<file path="src/rtl/fp32_pkg.sv">
// Shared binary32 constants, FSM state type and operand classification
// for the floating-point arithmetic blocks.
package fp32_pkg;

    localparam int FP32_BIAS    = 127;
    localparam int FP32_EXP_MAX = 255;

    localparam logic [31:0] FP32_QNAN    = 32'h7FC00000;
    localparam logic [30:0] FP32_INF_MAG = 31'h7F800000;

    // Quotient bits produced by the restoring iteration (2 above the
    // 24-bit significand: one normalisation bit plus guard).
    localparam int DIV_ITERS = 26;

    typedef enum logic [2:0] {
        IDLE,
        PREP,
        DIV,
        ROUND,
        DONE
    } state_t;

    typedef struct packed {
        logic zero;
        logic inf;
        logic nan;
    } fp_class_t;

    // Subnormals are flushed: any zero exponent field counts as zero.
    function automatic fp_class_t classify(input logic [31:0] x);
        fp_class_t c;
        c.zero = (x[30:23] == 8'h00);
        c.inf  = (x[30:23] == 8'hFF) && (x[22:0] == 23'h0);
        c.nan  = (x[30:23] == 8'hFF) && (x[22:0] != 23'h0);
        return c;
    endfunction

endpackage

</file>
<file path="src/rtl/mant_div_iter.sv">
// Restoring mantissa divider: q = floor(ma * 2^25 / mb), one quotient bit
// per cycle. done is high during the cycle in which the last bit is formed.
module mant_div_iter
    import fp32_pkg::*;
(
    input  logic        clk,
    input  logic        rst,
    input  logic        start,
    input  logic [23:0] ma,
    input  logic [23:0] mb,
    output logic        busy,
    output logic        done,
    output logic [25:0] q,
    output logic        rem_nz
);

    logic [25:0] rem;
    logic [23:0] divisor_r;
    logic [4:0]  cnt;
    logic        ge;
    logic [25:0] rem_sub;

    assign busy   = (cnt != 5'd0);
    assign done   = (cnt == 5'd1);
    assign rem_nz = (rem != 26'd0);

    // Trial subtraction; the remainder stays below 2*mb, so 26 bits suffice.
    always_comb begin
        ge      = (rem >= {2'b00, divisor_r});
        rem_sub = ge ? (rem - {2'b00, divisor_r}) : rem;
    end

    // Iteration state: load on start, shift in one quotient bit per cycle.
    always_ff @(posedge clk or posedge rst) begin
        if (rst) begin
            rem       <= '0;
            divisor_r <= '0;
            cnt       <= '0;
            q         <= '0;
        end else if (start) begin
            rem       <= {2'b00, ma};
            divisor_r <= mb;
            cnt       <= 5'(DIV_ITERS);
            q         <= '0;
        end else if (busy) begin
            q   <= {q[24:0], ge};
            cnt <= cnt - 5'd1;
            // Final remainder is kept unshifted so rem_nz is the true sticky.
            rem <= done ? rem_sub : {rem_sub[24:0], 1'b0};
        end
    end

endmodule

</file>
<file path="src/rtl/fp32_divider_seq.sv">
// Sequential binary32 divider: handshake, special cases, exponent,
// round-to-nearest-even and packing around the restoring mantissa core.
module fp32_divider_seq
    import fp32_pkg::*;
(
    input  logic        clk,
    input  logic        rst,
    input  logic        in_valid,
    output logic        in_ready,
    input  logic [31:0] dividend,
    input  logic [31:0] divisor,
    output logic        out_valid,
    input  logic        out_ready,
    output logic [31:0] quotient,
    output logic        div_by_zero
);

    localparam logic signed [9:0] EXP_MAX_S = 10'(FP32_EXP_MAX);

    state_t state, state_next;

    logic [31:0]       a_r, b_r;
    logic              sign_r;
    logic signed [9:0] exp_r;
    logic              spec_r, spec_dz_r;
    logic [31:0]       spec_q_r;

    fp_class_t         ca, cb;
    logic              sign, spec, spec_dz;
    logic [31:0]       spec_q;
    logic signed [9:0] e_pre;

    logic              core_start, core_busy, core_done, core_rem_nz;
    logic [25:0]       core_q;

    logic signed [9:0] e_norm, e_fin;
    logic [22:0]       m_norm, m_fin;
    logic              g, s, inc;
    logic [23:0]       m_inc;
    logic [31:0]       round_q;

    assign in_ready  = (state == IDLE);
    assign out_valid = (state == DONE);

    assign e_pre = $signed({2'b00, a_r[30:23]} - {2'b00, b_r[30:23]} + 10'(FP32_BIAS));

    // Special-case resolution of the latched operands, highest priority first.
    always_comb begin
        ca      = classify(a_r);
        cb      = classify(b_r);
        sign    = a_r[31] ^ b_r[31];
        spec    = 1'b1;
        spec_dz = 1'b0;
        spec_q  = {sign, 31'h0};
        if (ca.nan || cb.nan)
            spec_q = FP32_QNAN;
        else if ((ca.zero && cb.zero) || (ca.inf && cb.inf))
            spec_q = FP32_QNAN;
        else if (ca.inf)
            spec_q = {sign, FP32_INF_MAG};
        else if (cb.inf)
            spec_q = {sign, 31'h0};
        else if (cb.zero) begin
            spec_q  = {sign, FP32_INF_MAG};
            spec_dz = 1'b1;
        end else if (ca.zero)
            spec_q = {sign, 31'h0};
        else
            spec = 1'b0;
    end

    assign core_start = (state == PREP) && !spec && !core_busy;

    mant_div_iter u_core (
        .clk    (clk),
        .rst    (rst),
        .start  (core_start),
        .ma     ({1'b1, a_r[22:0]}),
        .mb     ({1'b1, b_r[22:0]}),
        .busy   (core_busy),
        .done   (core_done),
        .q      (core_q),
        .rem_nz (core_rem_nz)
    );

    // Normalise the 26-bit quotient, round to nearest even, range-check.
    always_comb begin
        if (core_q[25]) begin
            m_norm = core_q[24:2];
            g      = core_q[1];
            s      = core_q[0] | core_rem_nz;
            e_norm = exp_r;
        end else begin
            m_norm = core_q[23:1];
            g      = core_q[0];
            s      = core_rem_nz;
            e_norm = exp_r - 10'sd1;
        end
        inc   = g & (s | m_norm[0]);
        m_inc = {1'b0, m_norm} + {23'h0, inc};
        if (m_inc[23]) begin
            m_fin = '0;
            e_fin = e_norm + 10'sd1;
        end else begin
            m_fin = m_inc[22:0];
            e_fin = e_norm;
        end
        if (e_fin >= EXP_MAX_S)
            round_q = {sign_r, FP32_INF_MAG};
        else if (e_fin <= 10'sd0)
            round_q = {sign_r, 31'h0};
        else
            round_q = {sign_r, e_fin[7:0], m_fin};
    end

    // Next state. Special cases also pass through the ROUND slot, which is
    // where the result register is written, so they land two edges after
    // accept while normal divisions land at 1 + 26 + 1.
    always_comb begin
        state_next = state;
        case (state)
            IDLE:    if (in_valid) state_next = PREP;
            PREP:    state_next = spec ? ROUND : DIV;
            DIV:     if (core_done) state_next = ROUND;
            ROUND:   state_next = DONE;
            DONE:    if (out_ready) state_next = IDLE;
            default: state_next = IDLE;
        endcase
    end

    // State register.
    always_ff @(posedge clk or posedge rst) begin
        if (rst) state <= IDLE;
        else     state <= state_next;
    end

    // Operand capture, per-operation context and the result register.
    always_ff @(posedge clk or posedge rst) begin
        if (rst) begin
            a_r         <= '0;
            b_r         <= '0;
            sign_r      <= 1'b0;
            exp_r       <= '0;
            spec_r      <= 1'b0;
            spec_q_r    <= '0;
            spec_dz_r   <= 1'b0;
            quotient    <= '0;
            div_by_zero <= 1'b0;
        end else begin
            if (in_valid && in_ready) begin
                a_r <= dividend;
                b_r <= divisor;
            end
            if (state == PREP) begin
                sign_r    <= sign;
                exp_r     <= e_pre;
                spec_r    <= spec;
                spec_q_r  <= spec_q;
                spec_dz_r <= spec_dz;
            end
            if (state == ROUND) begin
                quotient    <= spec_r ? spec_q_r : round_q;
                div_by_zero <= spec_r & spec_dz_r;
            end
        end
    end

endmodule
</file>
<file path="config.mk">
export PLATFORM = sky130hd
export DESIGN_NAME = fp32_divider_seq
export DESIGN_NICKNAME = d
export VERILOG_FILES = /design/src/rtl/fp32_pkg.sv /design/src/rtl/mant_div_iter.sv /design/src/rtl/fp32_divider_seq.sv
export SDC_FILE = /design/constraint.sdc
export NUM_CORES = 1
export LEC_CHECK = 0
export BUFFER_PORTS_ARGS = -buffer_cell sky130_fd_sc_hd__buf_2
export CAP_MARGIN = 20
export CORE_MARGIN = 5
export CORE_UTILIZATION = 30
export CTS_CLUSTER_DIAMETER = 120
export DETAILED_ROUTE_END_ITERATION = 10
export SETUP_SLACK_MARGIN = 0.05
export SLEW_MARGIN = 20
export SYNTH_ARGS = -nofsm -noshare
export SYNTH_HDL_FRONTEND = slang
export SYNTH_SLANG_ARGS = --single-unit
</file>
<file path="constraint.sdc">
create_clock -name clk -period 10 [get_ports clk]
set_input_delay 0 -clock clk [delete_from_list [all_inputs] [get_ports clk]]
set_output_delay 0 -clock clk [all_outputs]
set_load 0.1 [all_outputs]
</file>
Yosys cells after proc, flatten, opt, wreduce, memory -nomap -nowiden
Index checks and enable logic that the tools add are counted.
{"block": "totals", "regBits": 226, "latchBits": 0, "ram_bits": 0, "mem_bits_ro": 0, "out_inout_bits": 35, "word_cells": 104, "memories": 0}
{"block": "classes", "add_sub_neg": 7, "n_mul": 0, "div_mod_pow": 0, "n_lt_le_gt_ge": 3, "eq_ne": 11, "shift": 0, "mux": 38, "bitwise_logic": 5, "reduce_logical": 25}
{"op": "$mux 26", "count": 6}
{"op": "$mux 31", "count": 5}
{"op": "$mux 32", "count": 3}
{"op": "$logic_not 23->1", "count": 2}
{"op": "$mux 23", "count": 2}
{"op": "$reduce_bool 23->1", "count": 2}
{"op": "$ge 26x24->1", "count": 1}
{"op": "$reduce_bool 26->1", "count": 1}
{"op": "$sub 26x24->26", "count": 1}
{"op": "$add 23x1->24", "count": 1}
{"op": "$mux 10", "count": 2}
{"op": "$eq 8x8->1 const B", "count": 2}
{"op": "$logic_not 8->1", "count": 2}
{"op": "$pmux 3 s5", "count": 1}
{"op": "$mux 1", "count": 14}
{"op": "$add 10x2->10 const B", "count": 1}
{"op": "$add 9x8->10 const B", "count": 1}
{"op": "$ge 10x9->1 const B", "count": 1}
{"op": "$le 10x1->1 const B", "count": 1}
{"op": "$mux 5", "count": 2}
{"op": "$sub 10x2->10 const B", "count": 1}
{"op": "$logic_and 1x1->1", "count": 9}
{"op": "$mux 3", "count": 3}
{"op": "$sub 8x8->9", "count": 1}
{"op": "other kinds (18)", "count": 24}

Longest topological paths before layout
{"block": "logic_depth", "word_depth": 12, "depth_mapped": 17}

Modules after synthesis
Synthesis repeated with hierarchy kept, for this count alone.
{"block": "unflattened", "cells_unflattened": 1370, "area_unflattened_um2": 12464.5}
{"module": "fp32_divider_seq", "n_inst": 1, "cells_each": 669, "area_per_inst_um2": 6835.3, "seq_area_each_um2": 2902.8}
{"module": "mant_div_iter", "n_inst": 1, "cells_each": 701, "area_per_inst_um2": 5629.1, "seq_area_each_um2": 2026.9}

Least setup slack after synthesis
No wires, ideal clock.
{"block": "synth_path", "kind": "register to register", "start": "register state[0]", "end": "register a_r[0]", "setup_ns": 0.125, "t_arrival_ns": 3.924, "t_required_ns": 9.875, "setup_slack_ns": 5.951, "stages_incl_launch_ff": 7, "path_buffers": 3, "cell_sequence": "dfrtp_1 clkbuf_1 nor3_1 and2_1 clkbuf_1 clkbuf_1 mux2_2"}
{"block": "synth_between", "elab_chain_len": 2}
{"item": "start, declared", "line_no": "fp32_divider_seq.sv:20", "text": "state_t state, state_next;"}
{"item": "start signal, assigned", "line_no": "fp32_divider_seq.sv:134", "text": "else state <= state_next;"}
{"item": "$logic_not 3->1", "line_no": "fp32_divider_seq.sv:42", "text": "assign in_ready = (state == IDLE);"}
{"item": "via in_ready", "line_no": "fp32_divider_seq.sv:9", "text": "output logic in_ready,"}
{"item": "$logic_and 1x1->1", "line_no": "fp32_divider_seq.sv:150", "text": "if (in_valid && in_ready) begin"}
{"item": "end signal, assigned", "line_no": "fp32_divider_seq.sv:151", "text": "a_r <= dividend;"}
{"item": "end, declared", "line_no": "fp32_divider_seq.sv:22", "text": "logic [31:0] a_r, b_r;"}
The timed path passes the listed nets, and every way through them passes these cells.
A chain may end at the register's enable or synchronous reset.

Final worst setup path
{"block": "layout_path", "start": "register u_core.q[25]", "end": "register quotient[6]"}
{"block": "layout_between", "elab_chain_len": 9, "word_cells_on_any_way": 15, "classes_between": "add/sub: 2; order compare: 2; mux: 9; bitwise: 2"}
{"item": "start, declared", "line_no": "mant_div_iter.sv:13", "text": "output logic [25:0] q,"}
{"item": "start signal, assigned", "line_no": "mant_div_iter.sv:46", "text": "q <= {q[24:0], ge};"}
{"item": "$mux 1 or $mux 23 (tied branches)", "line_no": "fp32_divider_seq.sv:88", "text": "if (core_q[25]) begin"}
{"item": "$or 1x1->1", "line_no": "fp32_divider_seq.sv:99", "text": "inc = g & (s | m_norm[0]);"}
{"item": "$and 1x1->1", "line_no": "fp32_divider_seq.sv:99"}
{"item": "$add 23x1->24", "line_no": "fp32_divider_seq.sv:100", "text": "m_inc = {1'b0, m_norm} + {23'h0, inc};"}
{"item": "$mux 10", "line_no": "fp32_divider_seq.sv:101", "text": "if (m_inc[23]) begin"}
{"item": "$le 10x1->1", "line_no": "fp32_divider_seq.sv:110", "text": "else if (e_fin <= 10'sd0)"}
{"item": "$mux 31", "line_no": "fp32_divider_seq.sv:110"}
{"item": "$mux 31 (*)", "line_no": "fp32_divider_seq.sv:108", "text": "if (e_fin >= EXP_MAX_S)"}
{"item": "$mux 32 (*)", "line_no": "fp32_divider_seq.sv:162", "text": "quotient <= spec_r ? spec_q_r : round_q;"}
{"item": "end signal, assigned", "line_no": "fp32_divider_seq.sv:162"}
{"item": "end, declared", "line_no": "fp32_divider_seq.sv:14", "text": "output logic [31:0] quotient,"}
Every way passes the cells marked *; elsewhere a longest branch is shown, timed or not.

==> flow_summary.yaml <==
outcome:
  status: "completed"
sta:
  finalHoldViolCount: 0
  rsz0062_at_grt: "no"
  tightest_slew_ns: 0.859
  setup_viol: 0
  fin_tns_setup_ns: 0
  period_share_pct: 42.3
  period_minus_slack_ns: 4.23
  max_freq_ghz: 0.237
  finClkSkew_ns: 0.0181
  maxSlewHeadroom_pct: 42.8
  finalMaxSlewViolations: 0
setup_path:
  worst-path-buf-inv: 2
  r2r-end: "quotient[6]"
  crit_type: "flip-flop to flip-flop"
  reg2reg_from: "u_core.q[25]"
  worstPathMaxFanout: 46
  slowest_stage: "dfrtp_2"
  cp_cell_sequence: "buf_4 > mux2_2 > nor4b_2 > and4_1 > nand4_1 > xnor2_1 > nor3_4 > o31ai_4 > nor4_4 > buf_6 > a22o_1"
  rr_worst_depth: 11
  critPathArrivalTime_ns: 4.61
  r2r_slack_ns: 5.77
  critical-path-top-delay-family: "simple AND/OR/NAND/NOR gates"
  slowest_delay_ns: 0.62
  crit_path_end_kind: "flip-flop"
  critPathRequiredTime_ns: 10.38
  start_kind: "flip-flop"
die:
  fp.dieH_um: 210
  core_area_mm2: 0.0397
  die_area_mm2: 0.0443
  start_util_pct: 30.3
  die_w_um: 210
  fp-row-count: 73
  num_io_pins: 103
grt:
  overflow: 0
  grt_max_degree: 106
  grt_usage_pct: 14.4
  antenna_found_initial: 0
  grt_pass1_vias: 9801
  grt_pass1_wl_mm: 52.4
cts:
  clk_pin_slew_worst_paths_ns: 0.08
  cts_tree: "yes"
  cts_sinks: 197
  clock_latency_ns: 0.46
  cts_setup_buffers: 0
  clk_path_buf_depth: 2
  htree_levels: 4
  numCtsBuffers: 17
  ctsRootBufferMaster: "clkbuf_16"
synthesis:
  yosys_register_bits: 197
  avgSynthCellArea_um2: 9.42
  synth-adder-area-share_pct: 4.28
  ys_warn_count: 0
  synthesis.area_mm2: 0.0120
  synth.mux.area_fraction_pct: 11.2
  yosys.cell_types.count: 76
  synth_edf_count: 0
  synthArstFlopShare_pct: 100
  synth_xor_area_share_pct: 5.87
  syn_nets: 1387
  ys_seq_area_share_pct: 40.9
  synth_top_family_by_area: "compound AO/OA/AOI/OAI gates"
  synth_flop_cell: "dfrtp_1"
  synth-simple-area-share_pct: 16.7
  synth-compound-area-share_pct: 16.7
  synthCells: 1279
job:
  cap_violations: 0
route:
  via_per_inst: 5.09
  routedWlPerCell_um: 16.5
  vias: 9916
  antenna_left: 0
  totalWireLength_mm: 32.1
  dr.first_iter.drc_count: 684
  firstDrtPassIters: 5
  drcViolationCount: 0
placed_design:
  port_buffers: 102
  hpwl_mm: 23.5
  gp_congestion: 0.903
final_layout:
  diodes: 0
  final_cell_mix: "dfrtp_1 (196), nand2_1 (192), buf_2 (102)"
  area_delta_synth_final_pct: 18.6
  drive_above_1_share_pct: 18.3
  layout_commonest_cell: "dfrtp_1"
  nets: 1517
hold_path:
  hold_path_class: "input port to async pin"
## Yosys cell counts (all sizes together) (7+ instances only)
library cell	instances	share of area [%]
nand3	37	1.6
nor4	27	1.8
a21oi	65	2.7
o31ai	10	0.74
a31oi	13	0.68
nand2	192	6.0
mux2i	38	3.2
xnor2	54	4.0
xor2	25	1.9
nor2b	8	0.42
a22o	22	1.6
dfrtp	197	41
nand2b	12	0.69
a21o	11	0.69
o21ai	87	3.6
and3	7	0.36
mux2	86	8.0
buf	19	1.0
and2	9	0.47
ha	38	3.9
clkbuf	52	1.6
nand4	21	1.1
a211oi	11	0.69
nor2	62	1.9
nor3	20	1.1
o211ai	16	1.0
inv	53	1.7
## worst max path at each step
stage	startpoint	endpoint	depth (start not counted)
after detailed placement	u_core.q[25]	quotient[19]	10
after global routing	u_core.q[25]	quotient[1]	11
after floorplan	rst	a_r[0]	1
after global placement	u_core.q[25]	quotient[19]	10
final	u_core.q[25]	quotient[6]	11
after CTS	u_core.q[25]	quotient[19]	10
## metal layers
layer | track usage, % | share of wire [%] | up-vias
met5 | 0 | 0 | -
met2 | 23.6 | 47 | 228
li1 | - | - | 4849
met1 | 19.8 | 47 | 4807
met3 | 2.59 | 4.5 | 32
met4 | 3.91 | 1.5 | 0
## cell families after synthesis
family / count (synthesis)
DFF: 197
buffers and inverters: 124
AOI/OAI and AO/OA: 304
and+or+nand+nor: 411
xor gates and xnor gates: 79
muxes: 124
adders and majority gates: 40
## area by class of cell
cell class,count,area [um2]
timing repair buffer,182,1290
inverter,53,206
clock inverter,12,135
multi-input combinational,958,6620
fill,4033,25400
clock buffer,20,457
sequential,197,4930
tap,525,657
## registers in the layout, indices dropped and copies added (netlist names), 3 cells and up
signal	count
u_core.rem	26
u_core.divisor_r	24
u_core.q	26
state	3
u_core.cnt	5
exp_r	10
b_r	32
quotient	32
a_r	32
spec_q_r	3
## worst min-delay path, stage by stage
cell and delay (ns):
dlygate4sd3_1 0.53, buf_2 0.16, inv_8 0.45
## metrics by stage
step	cells	hold WS, ns	utilization, %	setup slack, ns	instance area (um2)
after floorplan	1279	0.107	-	4.63	12000
after global placement	1846	0.200	32.7	5.55	13000
after detailed placement	1846	0.211	32.7	5.46	13000
after CTS	1945	0.258	35.9	5.40	14300
after global routing	1947	0.275	36.0	5.48	14300
final	1947	0.194	36.0	5.77	14300
## timing repair
| item | in CTS | in global routing |
|---|---|---|
| gates resized for setup | 0 | 0 |
| hold buffers | 67 | 0 |
| hold endpoints to repair | 169 | 0 |
Power is not shown: default switching activity piles up to over one toggle a cycle in this logic, so the estimate is an artifact.
